<file path="config.mk">
export PLATFORM = sky130hd
export DESIGN_NAME = maze_renderer
export DESIGN_NICKNAME = d
export VERILOG_FILES = /design/src/rtl/maze_pkg.sv /design/src/rtl/maze_pixel_classifier.sv /design/src/rtl/maze_renderer.sv
export SDC_FILE = /design/constraint.sdc
export NUM_CORES = 2
export LEC_CHECK = 0
export CORE_AREA = 2 2 744 746
export DETAILED_ROUTE_END_ITERATION = 7
export DIE_AREA = 0 0 746 748
export PLACE_DENSITY = 0.3
export SLEW_MARGIN = 30
export SYNTH_ARGS = -nofsm -noshare
export SYNTH_HDL_FRONTEND = slang
export SYNTH_SLANG_ARGS = --single-unit
</file>
<file path="constraint.sdc">
create_clock -name clk -period 5.9 [get_ports clk]
set_input_delay 1.18 -clock clk [delete_from_list [all_inputs] [get_ports clk]]
set_output_delay 1.18 -clock clk [all_outputs]
set_load 0.005 [all_outputs]
</file>
<file path="src/rtl/maze_pkg.sv">
// Shared defaults, colour constants and enumerations for the maze frame renderer.
package maze_pkg;

    localparam int DEF_COLS      = 21;
    localparam int DEF_ROWS      = 31;
    localparam int DEF_CELL_PX   = 8;
    localparam int DEF_BPP_BYTES = 2;

    localparam logic [15:0] DEF_WALL_COLOR = 16'h07E0;
    localparam logic [15:0] DEF_FOOD_COLOR = 16'hF800;
    localparam logic [15:0] DEF_BG_COLOR   = 16'h0000;

    typedef enum logic [2:0] {
        ST_IDLE,
        ST_LOAD,
        ST_SEND,
        ST_ACK,
        ST_DRAIN
    } state_t;

    typedef enum logic [1:0] {
        CLS_BG   = 2'd0,
        CLS_WALL = 2'd1,
        CLS_FOOD = 2'd2
    } pix_class_t;

endpackage

</file>
<file path="src/rtl/maze_pixel_classifier.sv">
// Combinational wall/food/background decision for one pixel, given its cell and in-cell offsets.
module maze_pixel_classifier
    import maze_pkg::*;
#(
    parameter int COLS    = DEF_COLS,
    parameter int ROWS    = DEF_ROWS,
    parameter int CELL_PX = DEF_CELL_PX
) (
    input  logic [$clog2(CELL_PX)-1:0]   lx,
    input  logic [$clog2(CELL_PX)-1:0]   ly,
    input  logic [$clog2(COLS)-1:0]      col,
    input  logic [$clog2(ROWS)-1:0]      row,
    input  logic [(ROWS-1)*COLS-1:0]     h_walls,
    input  logic [ROWS*(COLS-1)-1:0]     v_walls,
    input  logic [ROWS*COLS-1:0]         food,
    output pix_class_t                   pix_class
);

    localparam int IW  = $clog2(ROWS*COLS);
    localparam int LXW = $clog2(CELL_PX);
    localparam int CW  = $clog2(COLS);
    localparam int RW  = $clog2(ROWS);
    localparam int HW  = (ROWS-1)*COLS;
    localparam int VW  = ROWS*(COLS-1);
    localparam int FW  = ROWS*COLS;

    logic [IW-1:0] cell_idx;
    logic [IW-1:0] h_idx;
    logic [IW-1:0] v_idx;
    logic          h_bit;
    logic          v_bit;
    logic          f_bit;
    logic          wall_w;
    logic          wall_n;
    logic          wall_e;
    logic          wall_s;
    logic          in_lx;
    logic          in_ly;

    // The wall indices are forced to 0 on the first row/column, so no negative index is ever formed.
    assign cell_idx = IW'(row) * IW'(COLS) + IW'(col);
    assign h_idx    = (row == '0) ? '0 : cell_idx - IW'(COLS);
    assign v_idx    = (col == '0) ? '0 : IW'(row) * IW'(COLS-1) + IW'(col) - IW'(1);

    assign h_bit = |(h_walls & (HW'(1) << h_idx));
    assign v_bit = |(v_walls & (VW'(1) << v_idx));
    assign f_bit = |(food    & (FW'(1) << cell_idx));

    assign wall_w = (lx == '0) && ((col == '0) || v_bit);
    assign wall_n = (ly == '0) && ((row == '0) || h_bit);
    assign wall_e = (col == CW'(COLS-1)) && (lx == LXW'(CELL_PX-1));
    assign wall_s = (row == RW'(ROWS-1)) && (ly == LXW'(CELL_PX-1));

    assign in_lx = (lx >= LXW'(CELL_PX/4)) && (lx < LXW'(3*CELL_PX/4));
    assign in_ly = (ly >= LXW'(CELL_PX/4)) && (ly < LXW'(3*CELL_PX/4));

    always_comb begin
        pix_class = CLS_BG;
        if (wall_w || wall_n || wall_e || wall_s || ((lx == '0) && (ly == '0))) begin
            pix_class = CLS_WALL;
        end else if (f_bit && in_lx && in_ly) begin
            pix_class = CLS_FOOD;
        end
    end

endmodule

</file>
<file path="src/rtl/maze_renderer.sv">
// Streams one raster frame of maze pixels, MSB byte first, through the tft_transmit/tft_busy handshake.
module maze_renderer
    import maze_pkg::*;
#(
    parameter int                     COLS       = DEF_COLS,
    parameter int                     ROWS       = DEF_ROWS,
    parameter int                     CELL_PX    = DEF_CELL_PX,
    parameter int                     BPP_BYTES  = DEF_BPP_BYTES,
    parameter logic [8*BPP_BYTES-1:0] WALL_COLOR = DEF_WALL_COLOR,
    parameter logic [8*BPP_BYTES-1:0] FOOD_COLOR = DEF_FOOD_COLOR,
    parameter logic [8*BPP_BYTES-1:0] BG_COLOR   = DEF_BG_COLOR
) (
    input  logic                          clk,
    input  logic                          rst_n,
    input  logic                          start,
    input  logic                          enable,
    input  logic [(ROWS-1)*COLS-1:0]      h_walls,
    input  logic [ROWS*(COLS-1)-1:0]      v_walls,
    input  logic [ROWS*COLS-1:0]          food,
    input  logic                          tft_busy,
    output logic                          tft_dc,
    output logic [7:0]                    tft_data,
    output logic                          tft_transmit,
    output logic                          busy,
    output logic                          done
);

    localparam int LXW = $clog2(CELL_PX);
    localparam int CW  = $clog2(COLS);
    localparam int RW  = $clog2(ROWS);
    localparam int PW  = 8*BPP_BYTES;
    localparam int BIW = (BPP_BYTES > 1) ? $clog2(BPP_BYTES) : 1;

    state_t             state_reg, state_next;
    logic [LXW-1:0]     lx_reg, lx_next;
    logic [LXW-1:0]     ly_reg, ly_next;
    logic [CW-1:0]      col_reg, col_next;
    logic [RW-1:0]      row_reg, row_next;
    logic [BIW-1:0]     byte_idx_reg, byte_idx_next;
    logic [PW-1:0]      pix_reg, pix_next;
    logic               done_reg, done_next;

    pix_class_t         pix_class;
    logic [PW-1:0]      pix_color;
    logic [7:0]         pix_bytes [BPP_BYTES];
    logic               lx_last, ly_last, col_last, row_last, last_byte;

    maze_pixel_classifier #(
        .COLS    (COLS),
        .ROWS    (ROWS),
        .CELL_PX (CELL_PX)
    ) u_classifier (
        .lx        (lx_reg),
        .ly        (ly_reg),
        .col       (col_reg),
        .row       (row_reg),
        .h_walls   (h_walls),
        .v_walls   (v_walls),
        .food      (food),
        .pix_class (pix_class)
    );

    always_comb begin
        pix_color = BG_COLOR;
        case (pix_class)
            CLS_WALL: pix_color = WALL_COLOR;
            CLS_FOOD: pix_color = FOOD_COLOR;
            default:  pix_color = BG_COLOR;
        endcase
    end

    genvar gi;
    generate
        for (gi = 0; gi < BPP_BYTES; gi++) begin : g_byte_mux
            assign pix_bytes[gi] = pix_reg[8*(BPP_BYTES-1-gi) +: 8];
        end
    endgenerate

    assign lx_last   = (lx_reg  == LXW'(CELL_PX-1));
    assign ly_last   = (ly_reg  == LXW'(CELL_PX-1));
    assign col_last  = (col_reg == CW'(COLS-1));
    assign row_last  = (row_reg == RW'(ROWS-1));
    assign last_byte = (byte_idx_reg == BIW'(BPP_BYTES-1));

    always_comb begin
        state_next    = state_reg;
        lx_next       = lx_reg;
        ly_next       = ly_reg;
        col_next      = col_reg;
        row_next      = row_reg;
        byte_idx_next = byte_idx_reg;
        pix_next      = pix_reg;
        done_next     = 1'b0;
        case (state_reg)
            ST_IDLE: begin
                if (start) state_next = ST_LOAD;
            end
            ST_LOAD: begin
                // Colour is latched only when leaving LOAD so all bytes of a pixel share one colour.
                if (enable && !tft_busy) begin
                    pix_next      = pix_color;
                    byte_idx_next = '0;
                    state_next    = ST_SEND;
                end
            end
            ST_SEND: state_next = ST_ACK;
            ST_ACK: begin
                if (tft_busy) state_next = ST_DRAIN;
            end
            ST_DRAIN: begin
                if (!tft_busy) begin
                    if (!last_byte) begin
                        if (enable) begin
                            byte_idx_next = byte_idx_reg + 1'b1;
                            state_next    = ST_SEND;
                        end
                    end else begin
                        lx_next = lx_last ? '0 : lx_reg + 1'b1;
                        if (lx_last) begin
                            col_next = col_last ? '0 : col_reg + 1'b1;
                            if (col_last) begin
                                ly_next = ly_last ? '0 : ly_reg + 1'b1;
                                if (ly_last) row_next = row_last ? '0 : row_reg + 1'b1;
                            end
                        end
                        if (lx_last && col_last && ly_last && row_last) begin
                            state_next = ST_IDLE;
                            done_next  = 1'b1;
                        end else begin
                            state_next = ST_LOAD;
                        end
                    end
                end
            end
            default: state_next = ST_IDLE;
        endcase
    end

    always_ff @(posedge clk or negedge rst_n) begin
        if (!rst_n) begin
            state_reg    <= ST_IDLE;
            lx_reg       <= '0;
            ly_reg       <= '0;
            col_reg      <= '0;
            row_reg      <= '0;
            byte_idx_reg <= '0;
            pix_reg      <= '0;
            done_reg     <= 1'b0;
        end else begin
            state_reg    <= state_next;
            lx_reg       <= lx_next;
            ly_reg       <= ly_next;
            col_reg      <= col_next;
            row_reg      <= row_next;
            byte_idx_reg <= byte_idx_next;
            pix_reg      <= pix_next;
            done_reg     <= done_next;
        end
    end

    assign tft_dc       = 1'b1;
    assign tft_data     = pix_bytes[byte_idx_reg];
    assign tft_transmit = (state_reg == ST_SEND);
    assign busy         = (state_reg != ST_IDLE);
    assign done         = done_reg;

endmodule

</file>
==> results.toml <==
[status]
outcome = "complete, but fails checks"
violations = "negative setup slack"

[cells_and_area]
fill_cells = 64300
ff_latch_area_um2 = 582
multi_input_area_um2 = 19000
final_cell_area_um2 = 58300
layout-drive-gt1-share_pct = 23.9
final_nets = 7477
syn_to_final_growth_pct = 205

[worst_setup_path]
slowest_stage = "a222oi_1"
crit_required_ps = 6070
cp.depth = 24
slowest_delay_ps = 710
critPathLaunchType = "flip-flop"
r2r_cells = 24
crit_buf_inv = 9
cp-end-kind = "flip-flop"
crit_chain = "ha_4 -> ha_4 -> inv_2 -> fa_2 -> fa_2 -> buf_12 -> buf_12 -> nand2b_4 -> buf_4 -> nor3_4 -> clkbuf_16 -> buf_16 -> a222oi_1 -> buf_4 -> nor3_2 -> a31oi_1 -> a41oi_1 -> buf_4 -> nor4_4 -> nand3_4 -> a211oi_4 -> buf_6 -> a211o_4 -> o31ai_4"
cp_top_family = "adder cells"
r2r_slack_ps = -10
path_common_cell = "buf_4"
crit_type = "flip-flop to flip-flop"
arrival_ps = 6080
cp_max_fo = 6

[synth]
synth_top_family_by_area = "compound AO/OA/AOI/OAI gates"
async_flop_share_pct = 100
synth_mux_area_share_pct = 3.03
synth-seq-cells = 23
synthAdderAreaFrac_pct = 4.21
synthCells = 2913
syn-cell-area_um2 = 19100
yosys_most_used_dff = "dfrtp_1"
yosysSeqAreaShare_pct = 3.01
yosysWarnings = 0
synth-xor-area-share_pct = 1.58
synth_simple_gate_area_share_pct = 28.5
synth-compound-area-share_pct = 52.0
ys_types = 110
synth_edf_count = 0
syn-num-nets = 4879
avgSynthCellArea_um2 = 6.55

[clocking]
htreeDepth = 1
max-clock-path-buffers = 2
clkTransAtPathRegs_ps = 80
clock-sinks = 23
cts-root-buf = "clkbuf_16"
insertion_delay_ps = 300
numCtsBuffers = 3
cts_tree = "done"

[global_routing]
grt_max_degree = 30
grt_pass1_vias = 43000
grt_first_pass_wirelength_mm = 633
grt_usage_pct = 18.3
antenna_found_initial = 465
grt.overflow.total = 0

[place]
dp_hpwl_mm = 487
place_congestion = 0.975
port_buffers = 1916
placed_cell_area_um2 = 55500

[timing]
worst_pin_slew_ps = 1050
finalWorstSetupSlack_ps = -13.6
setup_viol = 1
drv_slew = 0
min_period_ps = 5910
rsz0062_at_grt = "yes"
skew_ps = 4.98
worst_hold_slack_ps = 550
fin_crit_sh_pct = 100
finalHoldViolations = 0
maxSlewHeadroom_pct = 29.3
fmax_ghz = 0.169

[die]
io_pins = 1918
core_region_area_um2 = 551000
dieArea_um2 = 558000
die_w_um = 746
num_rows = 273
die_h_um = 748
initial_core_util_pct = 3.47

[routing]
drt-wirelength-per-cell_um = 41.0
vias = 43600
routed_wl_mm = 537
vias_per_cell = 3.33
ant_nets = 0
drt_iter0_drc = 4372
drc_errors = 0
drt_pass1_iterations = 8

[power_and_ir_drop]
p_clk_share_pct = 8.1
powerDensity_nw_per_um2 = 38.7
p_switching_uw = 752
p_int_mw = 1.50
swShare_pct = 33.3
seqPwrFrac_pct = 9.0
p_leak_nw = 19.1
peakVddDrop_v = 0.0000853
pwr-share-comb_pct = 82.9

[worst_hold_path]
hold_depth = 1
worstHoldPathType = "flip-flop to flip-flop"

[job]
cap_violations = 0
==> timing repair <==
action / CTS / global route
cloned: 0 / 1
hold buffers: 0 / 0
setup endpoints to repair: 2 / 2
pin swaps: 43 / 72
buffers inserted: 43 / 29
resized for setup: 165 / 102
==> power groups by stage <==
stage | Sequential, mW | Clock, mW | Combinational (mW)
floorplan | 0.178 | 0 | 0.157
global placement | 0.208 | 0 | 1.87
detailed placement | 0.208 | 0 | 1.86
CTS | 0.206 | 0.193 | 1.88
global route | 0.208 | 0.191 | 1.93
finish | 0.204 | 0.183 | 1.87
==> metrics by stage <==
step	setup WS [ps]	instances	power (mW)	TNS [ps]	utilization (%)
2_1_floorplan	1020	2913	0.335	0	-
3_3_place_gp	-1470	12700	2.08	-2920	10.1
3_5_place_dp	-1260	12700	2.06	-2330	10.1
4_1_cts	-96.2	12800	2.28	-116	10.3
5_1_grt	-140	13000	2.33	-209	10.6
6_report	-13.6	13100	2.26	-13.6	10.6
==> cell families after synthesis <==
logic type / after synthesis
AO/OA/AOI/OAI: 1332
XOR/XNOR: 24
adder cells (fa/ha/maj): 60
buffers and inverters: 339
flip-flops: 23
multiplexers: 52
other: 1
AND/OR/NAND/NOR: 1082
==> synth_stat cells, types with 19 or more instances <==
master / count / area share (%)
mux2i_1: 32 / 1.7
nor4_1: 29 / 0.95
nor2_1: 150 / 2.9
nor3_1: 132 / 3.5
o211ai_1: 24 / 0.94
a221oi_1: 89 / 4.1
a311oi_1: 20 / 0.92
nand4_1: 91 / 3.0
inv_1: 50 / 0.98
nand2_1: 273 / 5.4
o22ai_1: 19 / 0.62
a211oi_1: 30 / 1.2
buf_2: 59 / 1.5
a32oi_1: 49 / 2.2
nand3_1: 237 / 6.2
a22oi_1: 358 / 14
a22o_1: 88 / 4.0
a221o_1: 27 / 1.4
clkbuf_1: 176 / 3.5
and3_1: 44 / 1.4
dfrtp_1: 23 / 3.0
buf_1: 31 / 0.61
a222oi_1: 50 / 2.6
a32o_1: 29 / 1.5
ha_1: 53 / 3.5
o21ai_0: 133 / 3.5
a31oi_1: 85 / 2.8
a21oi_1: 159 / 4.2
==> layout by cell type (no fill, tap or decap), types with 74 or more instances in the layout <==
cell and instances:
clkdlybuf4s50_1 1916, buf_4 773, a22oi_1 347, diode_2 279, nand2_1 264, nand3_1 232
buf_12 158, a21oi_1 142, o21ai_0 123, nor2_1 104, nand4_1 91, a22o_1 88
nor3_1 81, a31oi_1 78, a221oi_1 74
==> per-layer routing <==
layer	routed length (um)	share of wire (%)	track usage, %	vias up
met5	1750	0.33	0	-
met3	48900	9.1	6.83	935
met4	32900	6.1	9.07	274
li1	-	-	-	17600
met2	251000	47	30.7	2893
met1	203000	38	20.2	21900
==> layout make-up <==
class | instances | area share, %
Timing Repair Buffer | 2880 | 49.0
Multi-Input combinational cell | 2551 | 32.7
Tap cell | 7287 | 15.6
Antenna cell | 279 | 1.20
Sequential cell | 23 | 0.999
Inverter | 52 | 0.354
Clock buffer | 3 | 0.129
Clock inverter | 1 | 0.0129
==> path summary, 6_finish.rpt <==
check,from,to
setup / recovery,row_reg[3]$_DFFE_PN0P_,pix_bytes[14]$_DFFE_PN0P_
hold / removal,lx_reg[0]$_DFFE_PN0P_,lx_reg[0]$_DFFE_PN0P_
setup reg to reg,row_reg[3]$_DFFE_PN0P_,pix_bytes[14]$_DFFE_PN0P_
hold reg to reg,lx_reg[0]$_DFFE_PN0P_,lx_reg[0]$_DFFE_PN0P_
max in group asynchronous,rst_n,row_reg[2]$_DFFE_PN0P_
min in group asynchronous,rst_n,state_reg[1]$_DFFE_PN0P_
(Power assumes the default switching activity.)
==> RTL change: new RTL, config.mk and constraints unchanged <==
Re-encode `state_t` (5 states) as one-hot, 5 bits wide.
--- a/src/rtl/maze_pkg.sv
+++ b/src/rtl/maze_pkg.sv
@@ -10,12 +10,12 @@
     localparam logic [15:0] DEF_FOOD_COLOR = 16'hF800;
     localparam logic [15:0] DEF_BG_COLOR   = 16'h0000;
 
-    typedef enum logic [2:0] {
-        ST_IDLE,
-        ST_LOAD,
-        ST_SEND,
-        ST_ACK,
-        ST_DRAIN
+    typedef enum logic [4:0] {
+        ST_IDLE  = 5'b00001,
+        ST_LOAD  = 5'b00010,
+        ST_SEND  = 5'b00100,
+        ST_ACK   = 5'b01000,
+        ST_DRAIN = 5'b10000
     } state_t;
 
     typedef enum logic [1:0] {
Behaviour: same outputs for any inputs over 4 cycles, from zero or initial values and one cycle with rst_n low; so few cycles prove little.
==> RTL change against the unedited design <==
Sequential share of layout area barely moved. Design area rose by 3.2%. The flow still finishes with violations (setup timing). Wire length rose by 8.7%. Global-route usage rose by 1.6 points. Synthesized cell count rose by 7.9%. Worst setup slack got worse by 0.14 ns. Highest routed layer unchanged. Area after synthesis rose by 5.1%. Sequential cell count rose by 2. Fmax fell by 2.3%. Critical path type unchanged. Core utilization rose by 0.33 points. Non-clock buffer count rose by 177.
Power is not compared: it rests on default switching activity, and its combinational part moved more than twofold at a synthesized area within 25%.
==> RTL change: results (changes against the unedited design) <==
status=finished with violations (unchanged); failing checks=setup timing (unchanged); Primary FF master, synth=dfrtp_1 (unchanged); peak supply drop=94.81 uV; initial antenna violation count=503 (was 465); CP max stage delay=0.63 ns (was 0.71 ns); Final WS setup=-0.1503 ns (was -0.01358 ns); Leak=20.18 nW; largest net degree at the start of global routing=41 (was 30); internal power=0.002606 W; DR WL/cell=43.86 microns (was 41.04 microns); first-pass GRT wire length=685.6 mm (was 632.6 mm); TritonCTS buffer count=3 (unchanged); initial DRC count=5,600 (was 4,372); number of vias per cell=3.537 (was 3.331); nets@finish=7,850 (was 7,477); Setup-failing EPs final=2 (was 1); Placer Congestion=0.9898 (was 0.9745); CP max FO=18 (was 6); post-synth net total=5,112 (was 4,879); DP HPWL=532.9 mm (was 487.5 mm); drt first pass iters=8 (unchanged); Max Used Layer=met5 (unchanged); CTS root buf=clkbuf_16 (unchanged); M1 WL=243.8 mm (was 202.6 mm); Routed met3 length=65.16 mm (was 48.91 mm); ratio of cells with drive above 1 in the final layout=0.2501 (was 0.2388); routed wl met2=253.4 mm (was 250.6 mm); H-tree levels=1 (unchanged); clock slew at reported path FFs=0.08 ns (about the same); vias in the first global route=45,140 (was 43,020); port bufs=1,916 (unchanged); yosys synthesis warning count=0 (unchanged); CP max stage cell=a22oi_1 (was a222oi_1); gr usage total=0.1990 (was 0.1825); hold crit path type=register to register (unchanged); Slew HR=0.2599 (was 0.2926); CP arrival=6.25 ns (was 6.08 ns); clk_lat worst skew=0.28 ns (was 0.30 ns); Cell variety after synth=97 (was 110); clk buf depth=2 (unchanged); Post-synth top cells=386 x a22oi_1, 344 x nand2_1, 249 x nand3_1 (was 358 x a22oi_1, 273 x nand2_1, 237 x nand3_1); ys async rst share=1.000 (unchanged); synth top area cells=a22oi_1 14%, nand2_1 6.4%, nand3_1 6.2%, nand4_1 4.7%, clkbuf_1 4.5% (was a22oi_1 14%, nand3_1 6.2%, nand2_1 5.4%, a21oi_1 4.2%, a221oi_1 4.1%); pre-CTS setup slack=-1.339 ns (was -1.255 ns); FILL cells=64,110 (was 64,310); post-synthesis sequential area ratio=0.03125 (was 0.03015); Clock Skew=0.01074 ns (was 0.004983 ns)
RTL change: cell count changes in the layout (fill, tap and decap cells not counted), sizes merged, moves of 20 or more:
cell    change
nor3       -22
nor4       +33
a221oi     -46
a22oi      +29
nand4      +59
buf       +180
diode     -142
a221o      -20
nand2      +68
and3       +43
a32oi      +33
RTL change: repair_timing:
| item | 4_1_cts | 5_1_grt |
|---|---|---|
| pin swaps | 59 | 34 |
| resized for setup | 185 | 66 |
| cloned | 1 | 0 |
| setup endpoints to repair | 2 | 2 |
| setup buffers | 42 | 10 |
RTL change: cell families after synthesis:
group,count (synthesis),share of synthesized area
mux,44,0.02258
simple gates,1255,0.3164
buf+inv,379,0.07417
fa+ha+maj,62,0.04130
xor+xnor,36,0.01921
other cells,1,0.0001870
compound gates,1342,0.4949
flops,25,0.03125
RTL change: final cells by class:
type	instances	area share
diodes	137	0.005704
clock inverters	1	0.0001249
well taps	7287	0.1517
flip-flops and latches	25	0.01047
repair buffers	3057	0.4946
inverters	55	0.003435
multi-input cells	2740	0.3327
clock buffers	3	0.001249
RTL change: final timing paths:
path | startpoint | endpoint | slack [ns] | depth (start not counted)
setup reg to reg | row_reg[0] | pix_bytes[14] | -0.15 | 21
setup / recovery | row_reg[0] | pix_bytes[14] | -0.15 | 21
hold / removal | lx_reg[0] | lx_reg[0] | 0.57 | 1
min in group asynchronous | rst_n | state_reg[4] | 1.30 | 2
max in group asynchronous | rst_n | state_reg[0] | 4.29 | 2
hold reg to reg | lx_reg[0] | lx_reg[0] | 0.57 | 1
RTL change: power groups by stage:
stage / combinational [W] / clock, W / sequential (W)
floorplan: 0.000982 / 0 / 0.000224
global placement: 0.00487 / 0 / 0.000241
detailed placement: 0.00484 / 0 / 0.000241
CTS: 0.00501 / 0.000174 / 0.000238
global route: 0.00516 / 0.000181 / 0.000241
finish: 0.00508 / 0.000168 / 0.000236
RTL change: per-layer routing:
| layer | track usage | vias up |
|---|---|---|
| li1 | - | 18620 |
| met1 | 0.2494 | 23620 |
| met2 | 0.3122 | 3659 |
| met3 | 0.08514 | 907 |
| met4 | 0.04892 | 258 |
| met5 | 0 | - |
RTL change: stage by stage:
stage,area (sq um),TNS (ns),cells
5_1_grt,59880,-0.3367,13220
6_report,60100,-0.2717,13310
3_3_place_gp,57720,-2.587,13110
4_1_cts,59320,-0.1077,13160
3_5_place_dp,57880,-2.406,13110
2_1_floorplan,20060,0,3144
RTL change: critical path: cells and delay by family, from the launching register on:
| family | cells | cell delay, ns |
|---|---|---|
| adder cells (fa/ha/maj) | 2 | 0.68 |
| buffers and inverters | 7 | 1.25 |
| AND/OR/NAND/NOR | 3 | 0.99 |
| AO/OA/AOI/OAI | 9 | 2.60 |
| flip-flops | 1 | 0.40 |
